[src/rtl/gray_fifo_pkg.sv]
// Shared helpers for the Gray-coded FIFO pointer controller: pointer sizing
// and binary-to-Gray encoding.
package gray_fifo_pkg;

    localparam int DEPTH_W_DEF = 4;
    // Widest pointer the controller supports (DEPTH_W up to 16).
    localparam int MAX_PTR_W   = 17;

    typedef logic [MAX_PTR_W-1:0] ptr_max_t;

    function automatic int ptr_w(input int depth_w);
        return depth_w + 1;
    endfunction

    function automatic int depth(input int depth_w);
        return 2 ** depth_w;
    endfunction

    // Callers zero-extend into the widest pointer and truncate the result;
    // the low bits are exact because the high input bits are zero.
    function automatic ptr_max_t bin2gray(input ptr_max_t b);
        return b ^ (b >> 1);
    endfunction

endpackage

[src/rtl/gray_fifo_gray2bin.sv]
// Combinational Gray-to-binary decoder: each binary bit is the XOR of all
// Gray bits at and above its position.
module gray_fifo_gray2bin #(
    parameter int WIDTH = 5
) (
    input  logic [WIDTH-1:0] i_gray,
    output logic [WIDTH-1:0] o_bin
);

    for (genvar i = 0; i < WIDTH; i++) begin : g_bit
        assign o_bin[i] = ^(i_gray >> i);
    end

endmodule

[src/rtl/gray_fifo_ctrl.sv]
// Single-clock FIFO pointer controller with Gray-coded pointers, registered
// full/empty/occupancy and one-cycle reject pulses.
module gray_fifo_ctrl
    import gray_fifo_pkg::*;
#(
    parameter int DEPTH_W = DEPTH_W_DEF
) (
    input  logic               clk,
    input  logic               rst,
    input  logic               w_req,
    input  logic               r_req,
    output logic               w_en,
    output logic               r_en,
    output logic [DEPTH_W-1:0] w_addr,
    output logic [DEPTH_W-1:0] r_addr,
    output logic [DEPTH_W:0]   w_ptr_gray,
    output logic [DEPTH_W:0]   r_ptr_gray,
    output logic               full,
    output logic               empty,
    output logic [DEPTH_W:0]   usedw,
    output logic               w_fail,
    output logic               r_fail
);

    localparam int PTR_W = ptr_w(DEPTH_W);

    logic [PTR_W-1:0] r_wb;
    logic [PTR_W-1:0] r_rb;
    logic [PTR_W-1:0] r_wg;
    logic [PTR_W-1:0] r_rg;
    logic [PTR_W-1:0] r_usedw;
    logic             r_full;
    logic             r_empty;
    logic             r_w_fail;
    logic             r_r_fail;

    logic             w_w_acc;
    logic             w_r_acc;
    logic [PTR_W-1:0] w_wb_n;
    logic [PTR_W-1:0] w_rb_n;
    logic [PTR_W-1:0] w_wg_n;
    logic [PTR_W-1:0] w_rg_n;
    logic [PTR_W-1:0] w_wb_dec;
    logic [PTR_W-1:0] w_rb_dec;
    logic [PTR_W-1:0] w_usedw_n;
    logic             w_full_n;
    logic             w_empty_n;

    // A request is only accepted against the registered flags, so a write
    // into a full FIFO never passes through even if a read is accepted.
    assign w_w_acc = w_req & ~r_full;
    assign w_r_acc = r_req & ~r_empty;

    assign w_wb_n = r_wb + PTR_W'(w_w_acc);
    assign w_rb_n = r_rb + PTR_W'(w_r_acc);
    assign w_wg_n = PTR_W'(bin2gray(MAX_PTR_W'(w_wb_n)));
    assign w_rg_n = PTR_W'(bin2gray(MAX_PTR_W'(w_rb_n)));

    gray_fifo_gray2bin #(
        .WIDTH (PTR_W)
    ) u_wdec (
        .i_gray (w_wg_n),
        .o_bin  (w_wb_dec)
    );

    gray_fifo_gray2bin #(
        .WIDTH (PTR_W)
    ) u_rdec (
        .i_gray (w_rg_n),
        .o_bin  (w_rb_dec)
    );

    assign w_usedw_n = w_wb_dec - w_rb_dec;
    assign w_empty_n = (w_wg_n == w_rg_n);

    // Full means the pointers are one lap apart: in Gray code that is the
    // top two bits inverted and the rest equal. At depth 2 the pointer is
    // only those two bits.
    if (DEPTH_W == 1) begin : g_full_d2
        assign w_full_n = (w_wg_n == ~w_rg_n);
    end else begin : g_full_dn
        assign w_full_n = (w_wg_n == {~w_rg_n[PTR_W-1:PTR_W-2], w_rg_n[PTR_W-3:0]});
    end

    always_ff @(posedge clk) begin
        if (rst) begin
            r_wb     <= '0;
            r_rb     <= '0;
            r_wg     <= '0;
            r_rg     <= '0;
            r_usedw  <= '0;
            r_full   <= 1'b0;
            r_empty  <= 1'b1;
            r_w_fail <= 1'b0;
            r_r_fail <= 1'b0;
        end else begin
            r_wb     <= w_wb_n;
            r_rb     <= w_rb_n;
            r_wg     <= w_wg_n;
            r_rg     <= w_rg_n;
            r_usedw  <= w_usedw_n;
            r_full   <= w_full_n;
            r_empty  <= w_empty_n;
            r_w_fail <= w_req & r_full;
            r_r_fail <= r_req & r_empty;
        end
    end

    assign w_en       = w_w_acc;
    assign r_en       = w_r_acc;
    assign w_addr     = r_wb[DEPTH_W-1:0];
    assign r_addr     = r_rb[DEPTH_W-1:0];
    assign w_ptr_gray = r_wg;
    assign r_ptr_gray = r_rg;
    assign full       = r_full;
    assign empty      = r_empty;
    assign usedw      = r_usedw;
    assign w_fail     = r_w_fail;
    assign r_fail     = r_r_fail;

endmodule

[config.mk]
export PLATFORM = sky130hd
export DESIGN_NAME = gray_fifo_ctrl
export DESIGN_NICKNAME = d
export VERILOG_FILES = /design/src/rtl/gray_fifo_pkg.sv /design/src/rtl/gray_fifo_gray2bin.sv /design/src/rtl/gray_fifo_ctrl.sv
export SDC_FILE = /design/constraint.sdc
export NUM_CORES = 1
export LEC_CHECK = 0
export ABC_AREA = 1
export CAP_MARGIN = 5
export CORE_UTILIZATION = 40
export CTS_CLUSTER_DIAMETER = 30
export DETAILED_ROUTE_END_ITERATION = 12
export GPL_TIMING_DRIVEN = 0
export MAX_ROUTING_LAYER = met4
export PLACE_DENSITY = 0.7
export SYNTH_ARGS = -nofsm -noshare
export SYNTH_HDL_FRONTEND = slang
export SYNTH_SLANG_ARGS = --single-unit
[constraint.sdc]
create_clock -name clk -period 2.45 [get_ports clk]
set_clock_uncertainty 0.05 [all_clocks]
set_input_delay 0.245 -clock clk [delete_from_list [all_inputs] [get_ports clk]]
set_output_delay 0.245 -clock clk [all_outputs]
set_load 0.02 [all_outputs]
# Yosys cells after proc, flatten, opt, wreduce, memory -nomap -nowiden
# Index checks and enable logic that the tools add are counted.
[totals]
out_inout_bits = 29
latch_bits = 0
n_memories = 0
regBits = 29
input_bits = 4
elab_cells = 33
romBits = 0
ramBits = 0
[op_classes]
shift = 0
n_lt_le_gt_ge = 0
add_sub_neg = 3
n_reduce_logical = 10
bitwise_logic = 9
n_eq_ne = 2
mux = 0
mul = 0
div = 0
[ops]
columns = ["operator", "n"]
rows = [
  ["5-bit parity", 10],
  ["5-bit by 1-bit adder with 5-bit output", 2],
  ["5-bit == test", 2],
  ["5-bit by 4-bit XOR with 5-bit output", 2],
  ["5-bit subtractor", 1],
  ["1-bit AND", 4],
  ["1-bit NOT", 2],
  ["2-bit NOT", 1],
]

# Depth between registers and ports, before layout
[depth]
depth_word = 6
ltp_mapped = 15

# Cells and area by module
# From an unflattened synthesis, not the netlist that was laid out.
[hier_totals]
hier_cells = 259
hier_area_um2 = 1692.9
[modules_own_cells]
columns = ["module", "area_each_um2", "cells_per_inst", "seq_area_each_um2", "instances"]
rows = [
  ["gray_fifo_ctrl", 1425.1, 205, 540.5, 1],
  ["gray_fifo_gray2bin", 133.9, 27, 0.0, 2],
]

# Worst setup path after synthesis
# Ideal clock, no wire load.
[synth_timing]
path_kind = "flip-flop to flip-flop"
startpoint = "register r_full, in the netlist full"
endpoint = "register r_usedw[4], in the netlist usedw[4]"
t_arrival_ps = 2210
n_path_buf = 0
slack_ps = 70
period_less_slack_ps = 2380
stages_incl_launch_ff = 14
setup_ps = 119
cell_sequence = "dfxtp_1 > nor2_1 > ha_1 > ha_1 > nand2_1 > nand2_2 > inv_2 > ha_1 > inv_1 > o21ai_0 > nand2_1 > nand2_1 > o21ai_0 > a21oi_1"
[synth_between]
elab_chain_cells = 6
elab_cells_between_ends = 10
cone_classes = "add/sub: 2; bitwise: 3; reduce/logical: 5"
[synth_rtl]
columns = ["item", "line_no", "rtl"]
rows = [
  ["start, declared", "gray_fifo_ctrl.sv:32", "logic r_full;"],
  ["start signal, assigned", "gray_fifo_ctrl.sv:102", "r_full <= w_full_n;"],
  ["1-bit NOT *", "gray_fifo_ctrl.sv:51", "assign w_w_acc = w_req & ~r_full;"],
  ["1-bit AND *", "gray_fifo_ctrl.sv:51", ""],
  ["via w_en", "gray_fifo_ctrl.sv:12", "output logic w_en,"],
  ["5-bit by 1-bit adder with 5-bit output *", "gray_fifo_ctrl.sv:54", "assign w_wb_n = r_wb + PTR_W'(w_w_acc);"],
  ["via w_wb_n[2]", "gray_fifo_ctrl.sv:39", "logic [PTR_W-1:0] w_wb_n;"],
  ["5-bit by 4-bit XOR with 5-bit output *", "gray_fifo_pkg.sv:22", "return b ^ (b >> 1);"],
  ["5-bit parity", "gray_fifo_gray2bin.sv:11", "assign o_bin[i] = ^(i_gray >> i);"],
  ["5-bit subtractor *", "gray_fifo_ctrl.sv:73", "assign w_usedw_n = w_wb_dec - w_rb_dec;"],
  ["end signal, assigned", "gray_fifo_ctrl.sv:101", "r_usedw <= w_usedw_n;"],
  ["end, declared", "gray_fifo_ctrl.sv:31", "logic [PTR_W-1:0] r_usedw;"],
]
# The timed path passes the listed nets; every way through them passes the cells marked *.
# A chain may end at the register's enable or synchronous reset.

# Worst setup path in the final report
[layout_timing]
startpoint = "input r_req"
endpoint = "register r_usedw[4], in the netlist usedw[4]"
[layout_between]
elab_chain_cells = 5
elab_cells_between_ends = 9
cone_classes = "add/sub: 2; bitwise: 2; reduce/logical: 5"
[layout_rtl]
columns = ["item", "line_no", "rtl"]
rows = [
  ["start, declared", "gray_fifo_ctrl.sv:11", "input logic r_req,"],
  ["1-bit AND", "gray_fifo_ctrl.sv:52", "assign w_r_acc = r_req & ~r_empty;"],
  ["5-bit by 1-bit adder with 5-bit output", "gray_fifo_ctrl.sv:55", "assign w_rb_n = r_rb + PTR_W'(w_r_acc);"],
  ["via w_rb_n[0]", "gray_fifo_ctrl.sv:40", "logic [PTR_W-1:0] w_rb_n;"],
  ["5-bit by 4-bit XOR with 5-bit output", "gray_fifo_pkg.sv:22", ""],
  ["5-bit parity", "gray_fifo_gray2bin.sv:11", ""],
  ["5-bit subtractor", "gray_fifo_ctrl.sv:73", ""],
]
# The timed path passes the listed nets, and every way through them passes these cells.

==> out/results.ini <==
[placed_design]
io_buffers=32
post-place-ws_ns=-0.268
dpl.hpwl_mm=2.15
gp_congestion=0.819

[detailed_routing]
drt-wirelength-per-cell_um=10.6
drt_iter0_drc=15
final_antenna_net_count=0
wl_mm=2.90
dr.pass1.iters=5
vias=1271
drcViolationCount=0
drt-vias-per-instance=4.64

[floorplanning]
dieArea_um2=3540
initial_core_util_pct=42.6
die_w_um=59.5
die_h_um=59.5
core-area_um2=3100
num_io_pins=33
rows=20

[final_layout]
n_antenna_cell=0
fin_util_pct=55.9
final_cell_mix=nand2_1, clkdlybuf4s50_1, dfxtp_1
drive_gt1_share_pct=6.96
nNetsFinal=244
final_common_cell=nand2_1
synthToLayoutAreaGrowth_pct=31.1

[worst_setup_path]
critical-path-max-stage-delay_ns=0.49
timing_worst_setup_path_type=input pin to register
ff2ff_setup_slack_ns=0.24
required_ns=2.67
cp-end-kind=register
reg2reg_depth=10
crit_family=adder cells
crit-reg2reg-capture=usedw[4]
arrival_ns=2.50
critPathLaunchType=input pin
crit_chain=clkdlybuf4s50_1 -> inv_1 -> nor2_1 -> ha_1 -> clkbuf_1 -> ha_1 -> fa_1 -> o21ai_1 -> nand2_1 -> nand2_1 -> o21ai_0 -> a21oi_1
worst-path-stages=12
critPathBufInv=3
path_max_fanout=3
rr_startpoint=full
critical-path-slowest-cell=fa_1

[min_path]
hp-start=w_req
hold_class=input pin to register
hold_end=w_fail
whs_path_depth=3

[logic_synthesis]
ys_types=16
avgSynthCellArea_um2=6.82
synthCells=194
netlist_area_um2=1320
yosysSeqAreaShare_pct=40.9
syn-num-nets=207
yosysWarningCount=0
ys_ff_latch=27

[pwr]
vdd_drop_max_v=0.000402
power_uw=1010
p_leak_uw=0.000824
power_density_nw_per_um2=585

[timing]
finalCritPeriodShare_pct=93.1
fin_crit_ns=2.28
hold_viol=0
maxSlewHeadroom_pct=65.2
fin_ws_ns=0.169
max_clock_freq_mhz=438
finalSetupViolations=0
drv_slew=0
setup_tns_ns=0
hold_slack_ns=0.404
worst_pin_slew_ns=0.522

[global_route]
first_global_vias=1127
grt_overflow=0
grt_max_degree=15
antenna_found_initial=0
grt_usage_pct=18.5
grt_pass1_wl_mm=4.84

[clocking]
htree_levels=1
clkTransAtPathRegs_ns=0.14
clkLatencyLatePin_ns=0.32
root_buffer=clkbuf_4
numCtsBuffers=3
cts.sinks=27
post-cts-setup-buffers=0
cts_tree=done
cts_hold_buf=0
clockBufferDepth=2

[status]
status=completed

[run]
drv_cap=0

[per-layer routing]
layer  wire length (µm)  vias up  GRT usage, %  part of all wire, %
met5                  0        -             -                    0
met4                 39        0          4.98                  1.3
met3                 69        5          1.97                  2.4
met2               1360       25          27.9                   47
met1               1430      562          26.2                   49
li1                   -      679             -                    -
[through the flow]
step | instances | area [µm²]
after floorplan | 194 | 1320
after global placement | 270 | 1700
after detailed placement | 270 | 1700
after CTS | 274 | 1720
after global routing | 274 | 1730
final | 274 | 1730
[cells by family after synthesis]
kind of cell | after synthesis | synth area share [%]
flops | 27 | 40.9
compound gates | 9 | 3.41
fa+ha+maj | 9 | 9.08
buf+inv | 27 | 7.95
simple gates | 122 | 38.7
[cell usage after synthesis]
library cell / instances / area, µm²
clkbuf_1: 3 / 11.3
buf_4: 1 / 7.51
a21oi_1: 4 / 20.0
dfxtp_1: 27 / 541
nand2_4: 1 / 11.3
fa_1: 1 / 20.0
nand2_2: 4 / 25.0
inv_1: 20 / 75.1
nor2_1: 27 / 101
inv_2: 3 / 11.3
nand3b_1: 1 / 7.51
nand2_1: 71 / 267
ha_1: 8 / 100
nand3_1: 10 / 50.1
nand4_1: 8 / 50.1
o21ai_0: 5 / 25.0
[final cells by class]
class | instances | area, µm²
well taps | 44 | 55.1
plain buffers | 4 | 18.8
inverters | 23 | 86.3
multi-input cells | 140 | 687
flip-flops and latches | 27 | 541
clock buffers | 4 | 26.3
fillers | 328 | 1370
repair buffers | 32 | 320
[state kept, by name, indices dropped and copies added, names as in the netlist]
register and cells:
w_fail 1, w_ptr_gray 4, r_rb 5, r_ptr_gray 4, r_wb 5, empty 1
usedw 5, r_fail 1, full 1
[power by group]
part	leakage (µW)	internal (µW)	switching (µW)	total, µW
Clock	0.0000150	63.8	128	192
Sequential	0.000220	480	17.5	497
Combinational	0.000588	143	182	325
Total	0.000824	687	328	1010
[timing repair]
item / CTS / global route
resized for setup: 0 / 5
hold endpoints to repair: 0 / 0
setup endpoints to repair: 0 / 2
[how the worst max path moves through the flow]
stage	startpoint	end	slack, ns
after global routing	w_req	usedw[4]	-0.03
after global placement	w_req	usedw[4]	-0.26
after detailed placement	w_req	usedw[4]	-0.27
after CTS	w_req	usedw[4]	0.08
final	r_req	usedw[4]	0.17
after floorplan	full	usedw[4]	0.07
[worst reg2reg max path: cells and delay by family (launching register included)]
kind                       cells  cell delay (ns)
and+or+nand+nor                3             0.20
DFF                            1             0.39
AOI/OAI and AO/OA              3             0.35
buffers and inverters          1             0.11
adders and majority gates      3             1.04
Power figures use the tool's default switching activity.
